<file path="src/rtl/serial_add_pkg.sv">
// -----------------------------------------------------------------------------
// serial_add_pkg
//
// Shared definitions for the bit-serial adder slice.
//   - DefaultN   : default operand/sum width used by serial_add_ctrl
//   - St*        : FSM state encoding for serial_add_ctrl (2-bit, legacy-stable)
//   - majority() : carry function of a full adder
// -----------------------------------------------------------------------------
package serial_add_pkg;

    localparam int unsigned DefaultN = 8;

    // State encoding is fixed so that downstream debug tooling can decode it.
    localparam logic [1:0] StIdle = 2'd0;
    localparam logic [1:0] StLoad = 2'd1;
    localparam logic [1:0] StAdd  = 2'd2;
    localparam logic [1:0] StDone = 2'd3;

    function automatic logic majority(input logic a, input logic b, input logic c);
        return (a & b) | (a & c) | (b & c);
    endfunction

endpackage

</file>
<file path="src/rtl/serial_fa_cell.sv">
// -----------------------------------------------------------------------------
// serial_fa_cell
//
// One-bit full adder with a carry flop, the arithmetic core of the bit-serial
// adder. The sum bit is combinational (Mealy) on the current operand bits and
// the stored carry.
//
// Ports:
//   i_clk          system clock, rising edge
//   i_rst_n        asynchronous active-low reset, clears the carry
//   i_a, i_b       operand bits for this cycle
//   i_clr          synchronous carry clear (wins over i_en)
//   i_en           capture the next carry at the clock edge
//   o_sum          i_a ^ i_b ^ carry
//   o_carry_next   carry that will be stored if i_en is high
// -----------------------------------------------------------------------------
module serial_fa_cell
    import serial_add_pkg::*;
(
    input  logic i_clk,
    input  logic i_rst_n,
    input  logic i_a,
    input  logic i_b,
    input  logic i_clr,
    input  logic i_en,
    output logic o_sum,
    output logic o_carry_next
);

    logic r_carry;
    logic w_carry_next;

    assign w_carry_next = majority(i_a, i_b, r_carry);
    assign o_sum        = i_a ^ i_b ^ r_carry;
    assign o_carry_next = w_carry_next;

    always_ff @(posedge i_clk or negedge i_rst_n) begin
        if (!i_rst_n) begin
            r_carry <= 1'b0;
        end else if (i_clr) begin
            r_carry <= 1'b0;
        end else if (i_en) begin
            r_carry <= w_carry_next;
        end
    end

endmodule

</file>
<file path="src/rtl/serial_add_ctrl.sv">
// -----------------------------------------------------------------------------
// serial_add_ctrl
//
// Control and sum stage of the bit-serial adder. Sequences the two external
// operand shift registers (one load cycle, then N shift cycles), adds their
// LSBs one bit per cycle and assembles the N-bit sum LSB-first in an internal
// shift register. A one-cycle done pulse marks o_sum/o_cout valid.
//
// Ports:
//   i_clk      system clock, rising edge
//   i_rst_n    asynchronous active-low reset
//   i_start    request an addition; only honoured in IDLE or DONE
//   i_a_bit    LSB of operand register A
//   i_b_bit    LSB of operand register B
//   o_ld       load strobe to both operand registers (LOAD)
//   o_shift    shift strobe to both operand registers (ADD)
//   o_sum_bit  combinational sum bit of the current cycle (debug)
//   o_sum      accumulated N-bit sum, stable outside ADD
//   o_cout     final carry-out, valid with o_sum
//   o_busy     high in LOAD and ADD
//   o_done     one-cycle pulse in DONE
// -----------------------------------------------------------------------------
module serial_add_ctrl
    import serial_add_pkg::*;
#(
    parameter int unsigned N = DefaultN  // must be >= 2
) (
    input  logic         i_clk,
    input  logic         i_rst_n,
    input  logic         i_start,
    input  logic         i_a_bit,
    input  logic         i_b_bit,
    output logic         o_ld,
    output logic         o_shift,
    output logic         o_sum_bit,
    output logic [N-1:0] o_sum,
    output logic         o_cout,
    output logic         o_busy,
    output logic         o_done
);

    localparam int unsigned CNT_W = $clog2(N + 1);
    localparam logic [CNT_W-1:0] LastCount = CNT_W'(N - 1);

    logic [1:0]       r_state;
    logic [1:0]       w_state_next;
    logic [CNT_W-1:0] r_count;
    logic [N-1:0]     r_sum;
    logic             r_cout;

    logic w_in_load;
    logic w_in_add;
    logic w_last;
    logic w_sum_bit;
    logic w_carry_next;

    assign w_in_load = (r_state == StLoad);
    assign w_in_add  = (r_state == StAdd);
    assign w_last    = w_in_add && (r_count == LastCount);

    // -------------------------------------------------------------------------
    // Arithmetic: carry is cleared while loading so a previous carry-out never
    // leaks into a back-to-back addition.
    // -------------------------------------------------------------------------
    serial_fa_cell u_fa (
        .i_clk        (i_clk),
        .i_rst_n      (i_rst_n),
        .i_a          (i_a_bit),
        .i_b          (i_b_bit),
        .i_clr        (w_in_load),
        .i_en         (w_in_add),
        .o_sum        (w_sum_bit),
        .o_carry_next (w_carry_next)
    );

    // -------------------------------------------------------------------------
    // FSM
    // -------------------------------------------------------------------------
    always_comb begin
        w_state_next = r_state;
        case (r_state)
            StIdle:  if (i_start) w_state_next = StLoad;
            StLoad:  w_state_next = StAdd;
            StAdd:   if (w_last) w_state_next = StDone;
            StDone:  w_state_next = i_start ? StLoad : StIdle;
            default: w_state_next = StIdle;
        endcase
    end

    always_ff @(posedge i_clk or negedge i_rst_n) begin
        if (!i_rst_n) begin
            r_state <= StIdle;
        end else begin
            r_state <= w_state_next;
        end
    end

    // -------------------------------------------------------------------------
    // Bit counter and sum register. The counter returns to zero on the last
    // ADD edge instead of reaching N, so it never leaves 0..N-1.
    // The sum fills from the MSB end: after N shifts bit 0 of the operands
    // has reached o_sum[0].
    // -------------------------------------------------------------------------
    always_ff @(posedge i_clk or negedge i_rst_n) begin
        if (!i_rst_n) begin
            r_count <= '0;
            r_sum   <= '0;
            r_cout  <= 1'b0;
        end else if (w_in_load) begin
            r_count <= '0;
            r_sum   <= '0;
            r_cout  <= 1'b0;
        end else if (w_in_add) begin
            r_sum <= {w_sum_bit, r_sum[N-1:1]};
            if (w_last) begin
                r_count <= '0;
                r_cout  <= w_carry_next;
            end else begin
                r_count <= r_count + CNT_W'(1);
            end
        end
    end

    // -------------------------------------------------------------------------
    // Outputs: Moore decode of the state, except the debug sum bit.
    // -------------------------------------------------------------------------
    assign o_ld      = w_in_load;
    assign o_shift   = w_in_add;
    assign o_busy    = w_in_load | w_in_add;
    assign o_done    = (r_state == StDone);
    assign o_sum_bit = w_sum_bit;
    assign o_sum     = r_sum;
    assign o_cout    = r_cout;

    // -------------------------------------------------------------------------
    // Structural invariants
    // -------------------------------------------------------------------------
    a_count_range: assert property (
        @(posedge i_clk) disable iff (!i_rst_n) r_count <= LastCount
    );

    a_strobes_exclusive: assert property (
        @(posedge i_clk) disable iff (!i_rst_n) !(o_ld && o_shift)
    );

endmodule

</file>
<file path="config.mk">
export PLATFORM = sky130hd
export DESIGN_NAME = serial_add_ctrl
export DESIGN_NICKNAME = d
export VERILOG_FILES = /design/src/rtl/serial_add_pkg.sv /design/src/rtl/serial_fa_cell.sv /design/src/rtl/serial_add_ctrl.sv
export SDC_FILE = /design/constraint.sdc
export NUM_CORES = 1
export LEC_CHECK = 0
export ABC_AREA = 1
export CAP_MARGIN = 20
export CORE_MARGIN = 8
export CORE_UTILIZATION = 40
export CTS_CLUSTER_DIAMETER = 50
export CTS_CLUSTER_SIZE = 12
export DETAILED_ROUTE_END_ITERATION = 16
export HOLD_SLACK_MARGIN = 0.08
export PLACE_DENSITY = 0.67
export SYNTH_ARGS = -nofsm -noshare
export SYNTH_HDL_FRONTEND = slang
export SYNTH_HIERARCHICAL = 1
export SYNTH_SLANG_ARGS = --single-unit
export TNS_END_PERCENT = 10
</file>
<file path="constraint.sdc">
create_clock -name i_clk -period 1.5 [get_ports i_clk]
set_input_delay 0.3 -clock i_clk [delete_from_list [all_inputs] [get_ports i_clk]]
set_output_delay 0.3 -clock i_clk [all_outputs]
set_load 0.02 [all_outputs]
</file>
## Word level (Yosys, flattened, before mapping)

Cells that the tools add are included.

| storage, ports and cells | value |
|---|---|
| register bits | 16 |
| logic and storage cells | 40 |
| output and inout port bits | 14 |

| cells by class | value |
|---|---|
| add/sub/neg operators | 1 |
| eq/ne operators | 6 |
| reduce and logical (&&, ||, !) cells | 6 |
| bitwise gates (word level) | 8 |
| muxes and demuxes | 14 |

Operator list:

| operator | count |
|---|---|
| two-way mux 8 bit | 2 |
| two-way mux 4 bit | 3 |
| one-hot mux 2 bit (4 select lines) | 1 |
| two-way mux 1 bit | 6 |
| adder 4 x 1 -> 4 bit (second input constant) | 1 |
| equality test 2 bit (second input constant) | 2 |
| equality test 4 x 3 -> 1 bit (second input constant) | 1 |
| two-way mux 2 bit | 2 |
| AND reduction 2 bit | 2 |
| nonzero test 2 bit | 2 |
| bitwise AND 1 bit | 3 |
| bitwise OR 1 bit | 3 |
| equality test 2 x 1 -> 1 bit (second input constant) | 1 |
| zero test 2 bit | 1 |
| inequality test 2 x 1 -> 1 bit (second input constant) | 1 |
| inequality test 2 bit (second input constant) | 1 |
| bitwise XOR 1 bit | 2 |
| logical AND 1 bit | 1 |

## Depth between registers and ports, before layout

Gate-level depths: netlist (run 1).

| logic depth | value |
|---|---|
| depth in word-level cells | 6 |
| gate-level depth with buffers | 8 |

## Cells and area by module

Netlist (run 1), hierarchy kept.

By module, submodules not included:

| module | times used | area each (sq um) | cells an instance | seq. area each (sq um) |
|---|---|---|---|---|
| serial_add_ctrl | 1 | 726.9 | 79 | 375.4 |
| serial_fa_cell | 1 | 65.1 | 7 | 25.0 |

## Worst setup path after synthesis (run 1)

No wires, ideal clock.

| timing | value |
|---|---|
| kind | register to register |
| start | register r_state[0] |
| end | register r_count[2] |
| required time | 1382 ps |
| period minus slack after synthesis | 1479 ps |
| cell stages (with the launch flop) | 7 |
| arrival time | 1361 ps |
| setup slack | 21 ps |
| cells stage by stage | dfrtp_1 > inv_1 > ha_1 > buf_4 > a21oi_1 > o21bai_1 > inv_1 |

| on the way | value |
|---|---|
| cells in the longest elaborated chain, start to end | 5 |
| elaborated cells between the ends (all ways) | 7 |
| classes of those cells | eq/ne: 2; mux: 3; reduce/logical: 2 |

Ends and longest elaborated chain:

| element | RTL line | source |
|---|---|---|
| start: declaration | serial_add_ctrl.sv:45 | `logic [1:0] r_state;` |
| start signal: assignment | serial_add_ctrl.sv:92 | `r_state <= StIdle;` |
| start signal: assignment | serial_add_ctrl.sv:94 | `r_state <= w_state_next;` |
| equality test 2 bit | serial_add_ctrl.sv:58 | `assign w_in_add = (r_state == StAdd);` |
| logical AND 1 bit | serial_add_ctrl.sv:59 | `assign w_last = w_in_add && (r_count == LastCount);` |
| two-way mux 4 bit | serial_add_ctrl.sv:115 | `if (w_last) begin` |
| two-way mux 4 bit | serial_add_ctrl.sv:113 | `end else if (w_in_add) begin` |
| two-way mux 4 bit | serial_add_ctrl.sv:109 | `end else if (w_in_load) begin` |
| end signal: assignment | serial_add_ctrl.sv:119 | `r_count <= r_count + CNT_W'(1);` |
| end: declaration | serial_add_ctrl.sv:47 | `logic [CNT_W-1:0] r_count;` |

Parallel ways exist; a longest one is shown, timed or not. The select of a mux whose other input is x is not followed.
A chain may end at the register's enable or synchronous reset.

## Worst setup path in the final report (run 1)

| timing | value |
|---|---|
| start | register u_fa.r_carry |
| end | output port o_sum_bit |

| on the way | value |
|---|---|
| cells in the longest elaborated chain, start to end | 1 |

Ends and longest elaborated chain:

| element | RTL line | source |
|---|---|---|
| start: declaration | serial_fa_cell.sv:30 | `logic r_carry;` |
| start signal: assignment | serial_fa_cell.sv:43 | `r_carry <= w_carry_next;` |
| bitwise XOR 1 bit | serial_fa_cell.sv:34 | `assign o_sum = i_a ^ i_b ^ r_carry;` |
| end: declaration | serial_add_ctrl.sv:35 | `output logic o_sum_bit,` |

Every way passes these cells.

==> metrics.cfg, run 1 <==
[status]
status=finished with violations
violations=negative setup slack

[yosys]
syn_inst=86
syn_avg_cell_area_um2=9.21
synth.top_cell.area_share_pct=50.6
synth_warnings=6
syn_area_um2=792
synth-compound-area-share_pct=11.2
ys_seq_area_share_pct=50.6
synthAdderAreaFrac_pct=12.0
synth_seq_cells=16
synth-simple-area-share_pct=15.5
ys_types=18
synth.largest_area_cell=dfrtp_1
synthTopCellsByArea=dfrtp_1 (51%), ha_1 (9.5%), nand2_1 (8.5%)
synthXorXnorAreaFrac_pct=2.21
synth_top_family_by_area=simple AND/OR/NAND/NOR gates
syn-num-nets=98
synthMuxAreaShare_pct=0

[power_and_ir_drop]
comb_power_share_pct=62.4
pwr-share-seq_pct=26.6
power.density_nw_per_um2=2420
clkPwrFrac_pct=11.0
power_mw=2.62
p_leak_nw=0.575
internal_power_mw=1.42
p_switching_mw=1.20
peakVddDrop_mv=1.65
switching_share_pct=45.8

[clock_network]
clkSlewWorstSetupHoldPaths_ns=0.10
clockBufferDepth=2
tritoncts.num_buffers=3
h-tree-depth=1
cts_tree=done
clock-sinks=16
clkLatencyLatePin_ns=0.29
cts_setup_buffers=0
cts.root.buffer_cell=clkbuf_4

[setup_path]
cp_data_arrival_time_ns=1.34
r2r_end=o_cout$_DFFE_PN0P_
cp-end-kind=output port
critPathMaxFanout=2
reg2reg_from=r_state[0]$_DFFE_PN0P_
critPathLaunchType=flip-flop
criticalPathCategory=flip-flop to output port
ff2ff_path_depth=9
cp.required_ns=1.20
rrSetupSlack_ns=0.04

[floorplanning]
std_cell_rows=16
ios=19
die_w_um=60.5
start_util_pct=41.2
core_area_um2=1920
die_h_um=60.5
die-area_um2=3660

[global_route]
grt_pass1_wl_mm=2.88
groute.usage.overall_pct=10.8
grt_pass1_vias=634
grt_max_degree=17
grt_overflow_total=0
antenna_found_initial=0

[routing]
first_iter_violations=11
ant_nets=0
avgViaCountPerCell=4.60
wl_per_cell_um=12.5
num_vias=648
routed_wl_mm=1.76
firstDrtPassIters=4
drc=0

[cells_and_area]
fillCellCount=191
postLayoutCellArea_um2=1080
area_growth_pct=36.7
drive_gt1_share_pct=19.3
nets=127
insertedDiodeCount=0
final_util_pct=56.3

[timing]
hold_slack_ns=0.317
skew_ns=0.000440
worst_pin_slew_ns=0.211
max_freq_mhz=611
maxSlewHeadroom_pct=85.9
period_share_pct=109
min_period_ns=1.64
hold_viol_final=0
rsz0062_at_grt=yes
setup_tns_ns=-0.205
worst_slack_ns=-0.137
drv_slew=0
setup_violations=3

[place]
dp_hpwl_mm=1.27
port_buffers=18
place_area_um2=1050
place_congestion=0.785

[job]
cap_violations=0

[worst_hold_path]
min_path_type=input port to async pin

-- sequential cells by signal, indices dropped and copies added (netlist names) --
| name | count |
|---|---|
| o_cout | 1 |
| r_count | 4 |
| u_fa/r_carry | 1 |
| r_state | 2 |
| o_sum | 8 |
-- cell usage after synthesis --
cell and number:
nand4_1 1, inv_2 2, o21bai_1 1, xor2_1 1
xnor2_1 1, nand3_1 3, inv_1 14, nand2_1 18
a22o_1 1, dfrtp_1 16, buf_4 1, a21oi_1 3
nor2_4 1, o22ai_1 6, o21ai_0 4, ha_1 6
fa_1 1, nor2_1 6
-- stage by stage --
stage,setup slack (ns),instances
global route,-0.190,141
global placement,-0.702,137
floorplan,0.0210,86
detailed placement,-0.719,137
finish,-0.137,141
CTS,-0.153,141
-- power by group through the flow --
stage          logic, mW  clock network (mW)  registers [mW]
2_1_floorplan      0.902                   0           0.792
3_3_place_gp        1.57                   0           0.698
3_5_place_dp        1.60                   0           0.704
4_1_cts             1.52               0.300           0.695
5_1_grt             1.79               0.318           0.715
6_report            1.64               0.289           0.696
-- logic make-up after synthesis --
logic type	after synthesis
flops	16
compound gates	15
simple gates	29
xor+xnor	2
buf+inv	17
fa+ha+maj	7
-- worst max-delay path, cell delays in order (launching register included) --
cell and delay (ns):
dfrtp_1 0.40, fa_1 0.52, buf_6 0.13
-- worst max-delay path by stage --
stage	startpoint	endpoint	slack, ns	cells after the start
final	u_fa/r_carry$_DFFE_PN0P_	o_sum_bit	-0.14	2
after global routing	u_fa/r_carry$_DFFE_PN0P_	o_sum_bit	-0.19	2
after CTS	u_fa/r_carry$_DFFE_PN0P_	o_sum_bit	-0.15	2
after detailed placement	i_a_bit	o_sum_bit	-0.72	3
after global placement	i_a_bit	o_sum_bit	-0.70	3
after floorplan	r_state[0]$_DFFE_PN0P_	r_count[2]$_DFFE_PN0P_	0.02	6
-- routing by layer --
layer	up-vias	GRT usage [%]	routed length, µm
met4	0	5.98	14
li1	329	-	-
met2	11	17.4	901
met1	306	12.2	769
met5	-	0	0
met3	2	3.60	79
-- repair_timing --
action | CTS | global route
resized for setup | 34 | 7
pin swaps | 1 | 0
setup endpoints to repair | 17 | 15
hold buffers | 0 | 0
-- layout make-up --
type / count / area (µm²) / share of cell area (%)
Timing Repair Buffer: 25 / 210 / 19.4
Clock buffer: 4 / 36.3 / 3.35
Tap cell: 27 / 33.8 / 3.12
Multi-Input combinational cell: 53 / 339 / 31.3
Inverter: 16 / 62.6 / 5.78
Sequential cell: 16 / 400 / 37.0
-- cells in the final DEF (no fill, tap or decap), types with 2 or more instances in the layout --
cell	count
dlygate4sd2_1	11
inv_1	13
o21ai_0	3
inv_2	2
dfrtp_1	16
buf_4	6
clkdlybuf4s50_1	2
ha_1	5
buf_6	3
nand3_1	3
clkbuf_4	3
nand2_1	18
buf_2	3
nor2_1	5
a21oi_1	3
o22ai_1	6
(Power assumes the default switching activity.)
==> run 2: changes to the inputs <==
--- a/config.mk
+++ b/config.mk
@@ -12,8 +12,10 @@
 export CTS_CLUSTER_DIAMETER = 50
 export CTS_CLUSTER_SIZE = 12
 export DETAILED_ROUTE_END_ITERATION = 16
+export GPL_ROUTABILITY_DRIVEN = 1
 export HOLD_SLACK_MARGIN = 0.08
 export PLACE_DENSITY = 0.67
+export SLEW_MARGIN = 10
 export SYNTH_ARGS = -nofsm -noshare
 export SYNTH_HDL_FRONTEND = slang
 export SYNTH_HIERARCHICAL = 1
==> results of run 2 <==
No change in the layout: final DEF, timing and power equal those of run 1.
